===== config.mk =====
export PLATFORM = sky130hd
export DESIGN_NAME = pipelined_cla_adder_flat
export DESIGN_NICKNAME = d
export VERILOG_FILES = /design/src/rtl/pipelined_cla_adder_if.sv /design/src/rtl/pipelined_cla_adder.sv /design/src/flat_wrapper.sv
export SDC_FILE = /design/constraint.sdc
export NUM_CORES = 1
export LEC_CHECK = 0
export BUFFER_PORTS_ARGS = -buffer_cell sky130_fd_sc_hd__buf_2
export CELL_PAD_IN_SITES_DETAIL_PLACEMENT = 1
export CELL_PAD_IN_SITES_GLOBAL_PLACEMENT = 2
export CORE_UTILIZATION = 37
export CTS_BUF_LIST = sky130_fd_sc_hd__clkbuf_2
export DETAILED_ROUTE_END_ITERATION = 16
export MAX_ROUTING_LAYER = met4
export PLACE_DENSITY = 0.95
export SLEW_MARGIN = 20
export SYNTH_ARGS = -nofsm -noshare
export SYNTH_HDL_FRONTEND = slang
export SYNTH_SLANG_ARGS = --single-unit

===== constraint.sdc =====
create_clock -name clock -period 8.1 [get_ports clock]
set_input_delay 2.43 -clock clock [delete_from_list [all_inputs] [get_ports clock]]
set_output_delay 2.43 -clock clock [all_outputs]
set_load 0.02 [all_outputs]

===== src/rtl/pipelined_cla_adder_if.sv =====
`default_nettype none
// ============================================================================
// Module      : pipelined_cla_adder_if
// Description : Operand/result handshake bundle for pipelined_cla_adder.
//               master = producer/consumer side, slave = adder side.
// Revision    : 1.0 - initial release
// ============================================================================
interface pipelined_cla_adder_if #(
    parameter int WIDTH = 32
);
    logic             in_valid;
    logic             in_ready;
    logic [WIDTH-1:0] in1;
    logic [WIDTH-1:0] in2;
    logic             sub;
    logic             cin;
    logic             out_valid;
    logic             out_ready;
    logic [WIDTH-1:0] sum;
    logic             cout;
    logic             overflow;
    logic             zero;

    modport master (
        output in_valid, in1, in2, sub, cin, out_ready,
        input  in_ready, out_valid, sum, cout, overflow, zero
    );

    modport slave (
        input  in_valid, in1, in2, sub, cin, out_ready,
        output in_ready, out_valid, sum, cout, overflow, zero
    );
endinterface
`default_nettype wire


===== src/rtl/pipelined_cla_adder.sv =====
`default_nettype none
// ============================================================================
// Module      : pipelined_cla_adder
// Description : Add/subtract unit built from 4-bit carry-lookahead groups,
//               split into STAGES slices, one slice resolved per pipeline
//               rank, with valid/ready flow control on both sides.
// Revision    : 1.0 - initial release
// ============================================================================
module pipelined_cla_adder #(
    parameter int WIDTH  = 32,
    parameter int STAGES = 2
) (
    input  wire logic              clock,
    input  wire logic              reset_n,
    pipelined_cla_adder_if.slave   bus
);
    // Bits resolved per rank and 4-bit lookahead groups per slice.
    localparam int SW   = WIDTH / STAGES;
    localparam int NGRP = SW / 4;

    // Slice adder: group propagate/generate inside each 4-bit group, group
    // carries chained through the group P/G terms. Returns {carry_out, sum}.
    function automatic logic [SW:0] cla_slice(input logic [SW-1:0] a,
                                               input logic [SW-1:0] b,
                                               input logic          c);
        logic [SW-1:0] p;
        logic [SW-1:0] g;
        logic [SW-1:0] s;
        logic [3:0]    gp;
        logic [3:0]    gg;
        logic [3:0]    cb;
        logic          grp_p;
        logic          grp_g;
        logic          cg;
        p  = a ^ b;
        g  = a & b;
        cg = c;
        for (int n = 0; n < NGRP; n++) begin
            gp    = p[n*4 +: 4];
            gg    = g[n*4 +: 4];
            cb[0] = cg;
            cb[1] = gg[0] | (gp[0] & cg);
            cb[2] = gg[1] | (gp[1] & gg[0]) | (gp[1] & gp[0] & cg);
            cb[3] = gg[2] | (gp[2] & gg[1]) | (gp[2] & gp[1] & gg[0])
                  | (gp[2] & gp[1] & gp[0] & cg);
            grp_p = &gp;
            grp_g = gg[3] | (gp[3] & gg[2]) | (gp[3] & gp[2] & gg[1])
                  | (gp[3] & gp[2] & gp[1] & gg[0]);
            s[n*4 +: 4] = gp ^ cb;
            cg = grp_g | (grp_p & cg);
        end
        return {cg, s};
    endfunction

    // Per-rank state: operands travel with the beat so later slices see
    // delay-matched bits; finished sum bits ride along in s_q.
    logic [STAGES-1:0] valid_q;
    logic [WIDTH-1:0]  a_q [STAGES];
    logic [WIDTH-1:0]  b_q [STAGES];
    logic [WIDTH-1:0]  s_q [STAGES];
    logic              c_q [STAGES];

    logic [STAGES-1:0] valid_d;
    logic [WIDTH-1:0]  a_d [STAGES];
    logic [WIDTH-1:0]  b_d [STAGES];
    logic [WIDTH-1:0]  s_d [STAGES];
    logic              c_d [STAGES];

    logic [STAGES:0]   w_rdy;
    logic [WIDTH-1:0]  w_src_s [STAGES];
    logic              w_src_c [STAGES];
    logic [SW:0]       w_slice [STAGES];

    // Rank k may load when it is empty or its contents move on this edge.
    always_comb begin
        w_rdy         = '0;
        w_rdy[STAGES] = bus.out_ready;
        for (int k = STAGES - 1; k >= 0; k--) begin
            w_rdy[k] = ~valid_q[k] | w_rdy[k+1];
        end
    end

    // Next-state for every rank: rank 0 takes the (possibly inverted) bus
    // operands, rank k>0 continues the beat held in rank k-1.
    always_comb begin
        valid_d    = '0;
        a_d[0]     = bus.in1;
        b_d[0]     = bus.sub ? ~bus.in2 : bus.in2;
        w_src_s[0] = '0;
        w_src_c[0] = bus.sub ? 1'b1 : bus.cin;
        valid_d[0] = bus.in_valid;
        for (int k = 1; k < STAGES; k++) begin
            valid_d[k] = valid_q[k-1];
            a_d[k]     = a_q[k-1];
            b_d[k]     = b_q[k-1];
            w_src_s[k] = s_q[k-1];
            w_src_c[k] = c_q[k-1];
        end
        for (int k = 0; k < STAGES; k++) begin
            w_slice[k]           = cla_slice(a_d[k][k*SW +: SW], b_d[k][k*SW +: SW], w_src_c[k]);
            s_d[k]               = w_src_s[k];
            s_d[k][k*SW +: SW]   = w_slice[k][SW-1:0];
            c_d[k]               = w_slice[k][SW];
        end
    end

    // Pipeline ranks; data only loads with a valid beat so a stalled or
    // drained output keeps its last result.
    always_ff @(posedge clock or negedge reset_n) begin
        if (!reset_n) begin
            valid_q <= '0;
            for (int k = 0; k < STAGES; k++) begin
                a_q[k] <= '0;
                b_q[k] <= '0;
                s_q[k] <= '0;
                c_q[k] <= 1'b0;
            end
        end else begin
            for (int k = 0; k < STAGES; k++) begin
                if (w_rdy[k]) begin
                    valid_q[k] <= valid_d[k];
                    if (valid_d[k]) begin
                        a_q[k] <= a_d[k];
                        b_q[k] <= b_d[k];
                        s_q[k] <= s_d[k];
                        c_q[k] <= c_d[k];
                    end
                end
            end
        end
    end

    // Result flags come straight off the last rank so they stay aligned
    // with sum; reset_n gates in_ready so nothing is accepted in reset.
    assign bus.in_ready  = reset_n & w_rdy[0];
    assign bus.out_valid = valid_q[STAGES-1];
    assign bus.sum       = s_q[STAGES-1];
    assign bus.cout      = c_q[STAGES-1];
    assign bus.overflow  = (a_q[STAGES-1][WIDTH-1] == b_q[STAGES-1][WIDTH-1])
                         & (s_q[STAGES-1][WIDTH-1] != a_q[STAGES-1][WIDTH-1]);
    assign bus.zero      = valid_q[STAGES-1] & ~(|s_q[STAGES-1]);

endmodule
`default_nettype wire

===== src/flat_wrapper.sv =====
// flat-port wrapper written by rule: the top's interface ports become plain ports
module pipelined_cla_adder_flat 
#(
    parameter int WIDTH  = 32,
    parameter int STAGES = 2
)
  (clock, reset_n, bus_in_valid, bus_in1, bus_in2, bus_sub, bus_cin, bus_out_ready, bus_in_ready, bus_out_valid, bus_sum, bus_cout, bus_overflow, bus_zero);
  pipelined_cla_adder_if #(.WIDTH(WIDTH)) bus_i ();
  input  wire logic clock;
  input  wire logic reset_n;
  input wire logic [$bits(bus_i.in_valid)-1:0] bus_in_valid;
  input wire logic [$bits(bus_i.in1)-1:0] bus_in1;
  input wire logic [$bits(bus_i.in2)-1:0] bus_in2;
  input wire logic [$bits(bus_i.sub)-1:0] bus_sub;
  input wire logic [$bits(bus_i.cin)-1:0] bus_cin;
  input wire logic [$bits(bus_i.out_ready)-1:0] bus_out_ready;
  output wire logic [$bits(bus_i.in_ready)-1:0] bus_in_ready;
  output wire logic [$bits(bus_i.out_valid)-1:0] bus_out_valid;
  output wire logic [$bits(bus_i.sum)-1:0] bus_sum;
  output wire logic [$bits(bus_i.cout)-1:0] bus_cout;
  output wire logic [$bits(bus_i.overflow)-1:0] bus_overflow;
  output wire logic [$bits(bus_i.zero)-1:0] bus_zero;
  assign bus_i.in_valid = bus_in_valid;
  assign bus_i.in1 = bus_in1;
  assign bus_i.in2 = bus_in2;
  assign bus_i.sub = bus_sub;
  assign bus_i.cin = bus_cin;
  assign bus_i.out_ready = bus_out_ready;
  assign bus_in_ready = bus_i.in_ready;
  assign bus_out_valid = bus_i.out_valid;
  assign bus_sum = bus_i.sum;
  assign bus_cout = bus_i.cout;
  assign bus_overflow = bus_i.overflow;
  assign bus_zero = bus_i.zero;
  pipelined_cla_adder #(.WIDTH(WIDTH), .STAGES(STAGES)) u_core (.clock(clock), .reset_n(reset_n), .bus(bus_i));
endmodule

==> flow_summary.json <==
{
  "cts_hold_buf": 0,
  "yosys_warnings": 0,
  "netlist_area_mm2": 0.00493,
  "cts_buffers": 9,
  "slew_headroom_pct": 33.0,
  "cts_num_sinks": 86,
  "die_height_um": 117,
  "rr_endpoint": "u_core.bus.sum[29]",
  "drt_iter0_markers": 203,
  "cap_violations": 0,
  "synth-edff-count": 0,
  "grt_setup_unrepaired": "false",
  "synth_top_area_share_pct": 43.6,
  "async_reset_ff_share_pct": 100,
  "die_area_mm2": 0.0138,
  "tightest_slew_ns": 1.00,
  "final_area_mm2": 0.00570,
  "io_buffer_count": 106,
  "slowest_stage": "nand3b_1",
  "cts.htree.levels": 3,
  "syn_inst": 541,
  "dp_hpwl_um": 9870,
  "via_per_inst": 5.15,
  "hp-start": "u_core.s_d[9]",
  "root_buffer": "clkbuf_2",
  "p_total_mw": 1.34,
  "r2r_cells": 10,
  "fin_tns_setup_ns": 0,
  "drc": 0,
  "synth_area_leaders": "dfrtp_1, nand2_1, ha_1",
  "cp.depth": 4,
  "finalSetupViolCount": 0,
  "grt_max_degree": 85,
  "period_minus_slack_ns": 5.55,
  "clockBufferDepth": 2,
  "synth_commonest_cells": "nand2_1, dfrtp_1, o21ai_0",
  "detail-route-antenna-nets": 0,
  "initial_core_util_pct": 38.5,
  "clock_skew_ns": 0.0297,
  "path_delay_family": "simple AND/OR/NAND/NOR gates",
  "place_area_mm2": 0.00562,
  "grt_pass1_vias": 4448,
  "place_ws_ns": 2.18,
  "cpPeakStageDelay_ns": 0.23,
  "clk_pin_slew_worst_paths_ns": 0.20,
  "ctsResizeCount": 0,
  "cp_cell_sequence": "buf_2 -> nand3b_1 -> and2_1 -> buf_2",
  "synthFlopType": "dfrtp_1",
  "wirelength_um": 13000,
  "critPathMostFrequentCell": "buf_2",
  "maxSlewViolCount": 0,
  "vias": 4201,
  "path_max_fanout": 4,
  "ys_seq_area_share_pct": 43.6,
  "yosysMostFrequentCell": "nand2_1",
  "synth_nets": 651,
  "num_rows": 41,
  "nNetsFinal": 749,
  "path_class": "primary input to output pin",
  "required_ns": 5.67,
  "postSynthAreaPerCell_um2": 9.12,
  "layoutNonFillerInstCount": 816,
  "worst_slack_ns": 2.55,
  "reg2reg_setup_slack_ns": 5.14,
  "track_usage_pct": 20.3,
  "ys_ff_latch": 86,
  "power_density_mw_per_mm2": 236,
  "status": "complete, no violations",
  "core-area_mm2": 0.0128,
  "crit_end": "bus_in_ready",
  "min_path_type": "flip-flop to flip-flop",
  "critPathLaunchType": "primary input",
  "area_growth_pct": 15.5,
  "synth_cell_types": 52,
  "dr.pass1.iters": 4,
  "max_freq_mhz": 180,
  "cts_tree": "built",
  "clk_latency_ns": 0.54,
  "hold_viol": 0,
  "cts_setup_buffers": 0,
  "grt_overflow_total": 0,
  "vdd_drop_max_mv": 0.0595,
  "r2r-start": "u_core.a_d[18]",
  "wl_per_cell_um": 15.9,
  "p_leak_nw": 2.89,
  "cp-startpoint": "bus_out_ready",
  "yosysTopAreaCell": "dfrtp_1",
  "place_congestion": 0.797,
  "arrival_ns": 3.12,
  "period_share_pct": 68.5,
  "ios": 107,
  "fin_util_pct": 44.4,
  "grt_pass1_wl_um": 21800,
  "die_x_um": 117,
  "holdWs_ns": 0.492,
  "drive_above_1_share_pct": 20.5,
  "place_inst": 800,
  "critPathBufInv": 2,
  "fillers": 1565,
  "crit_path_end_kind": "output pin",
  "antenna_found_initial": 1
}
-- worst min-delay path: stages, from the launching register on --
cell and delay [ns]:
dfrtp_1 0.38, nand2_1 0.05, nand2_1 0.05
-- routing by layer --
| layer | global-route usage (%) | wire length (µm) |
|---|---|---|
| met5 | - | 0 |
| met4 | 8.65 | 257 |
| met3 | 2.23 | 371 |
| met2 | 34.4 | 6590 |
| met1 | 24.6 | 5790 |
-- area by class of cell --
| class | count | area (µm²) | area share (%) |
|---|---|---|---|
| diodes | 1 | 2.50 | 0.0439 |
| clock buffers | 11 | 55.1 | 0.966 |
| clock inverters | 4 | 15.0 | 0.263 |
| inverters | 14 | 52.6 | 0.922 |
| multi-input cells | 418 | 2640 | 46.3 |
| flip-flops and latches | 86 | 2150 | 37.8 |
| well taps | 172 | 215 | 3.78 |
| repair buffers | 110 | 567 | 9.95 |
-- cell families after synthesis --
group	count (synthesis)	synth area share [%]
xor gates and xnor gates	44	7.81
and+or+nand+nor	234	20.7
DFF	86	43.6
buffers and inverters	37	2.92
adders and majority gates	40	11.4
AOI/OAI and AO/OA	99	13.3
muxes	1	0.203
-- worst min-delay path by stage --
stage / endpoint / slack, ns / cells after the start
6_report: u_core.bus.sum[9] / 0.49 / 2
5_1_grt: u_core.bus.sum[9] / 0.53 / 2
4_1_cts: u_core.bus.sum[9] / 0.50 / 2
3_5_place_dp: u_core.bus.sum[9] / 0.46 / 2
3_3_place_gp: u_core.bus.sum[9] / 0.45 / 2
2_1_floorplan: u_core.bus.sum[0] / 0.44 / 2
-- registers in the layout, indices dropped and copies added (netlist names) --
register / flops
u_core.bus.sum: 32
u_core.a_d: 16
u_core.b_d: 16
u_core.bus.cout: 1
u_core.c_q: 1
u_core.b_q: 1
u_core.valid_q: 2
u_core.s_d: 16
u_core.a_q: 1
-- cells in the final DEF (no fill, tap or decap), types with 6 or more instances in the layout --
cell type  count
a21o_1         8
a21oi_1       16
buf_2        105
clkbuf_2      11
dfrtp_1       86
fa_1           8
ha_1          32
inv_1         13
nand2_1      164
nand2b_1       6
nand3_1        9
nor2_1        12
nor4_1         6
o21ai_0       43
xnor2_1       20
xor2_1        24
-- where the power goes --
part	total, mW	switching [mW]	internal (mW)
registers	0.632	0.0936	0.539
logic	0.534	0.328	0.206
clock network	0.177	0.140	0.0376
total	1.34	0.562	0.782
Power figures use the tool's default switching activity.
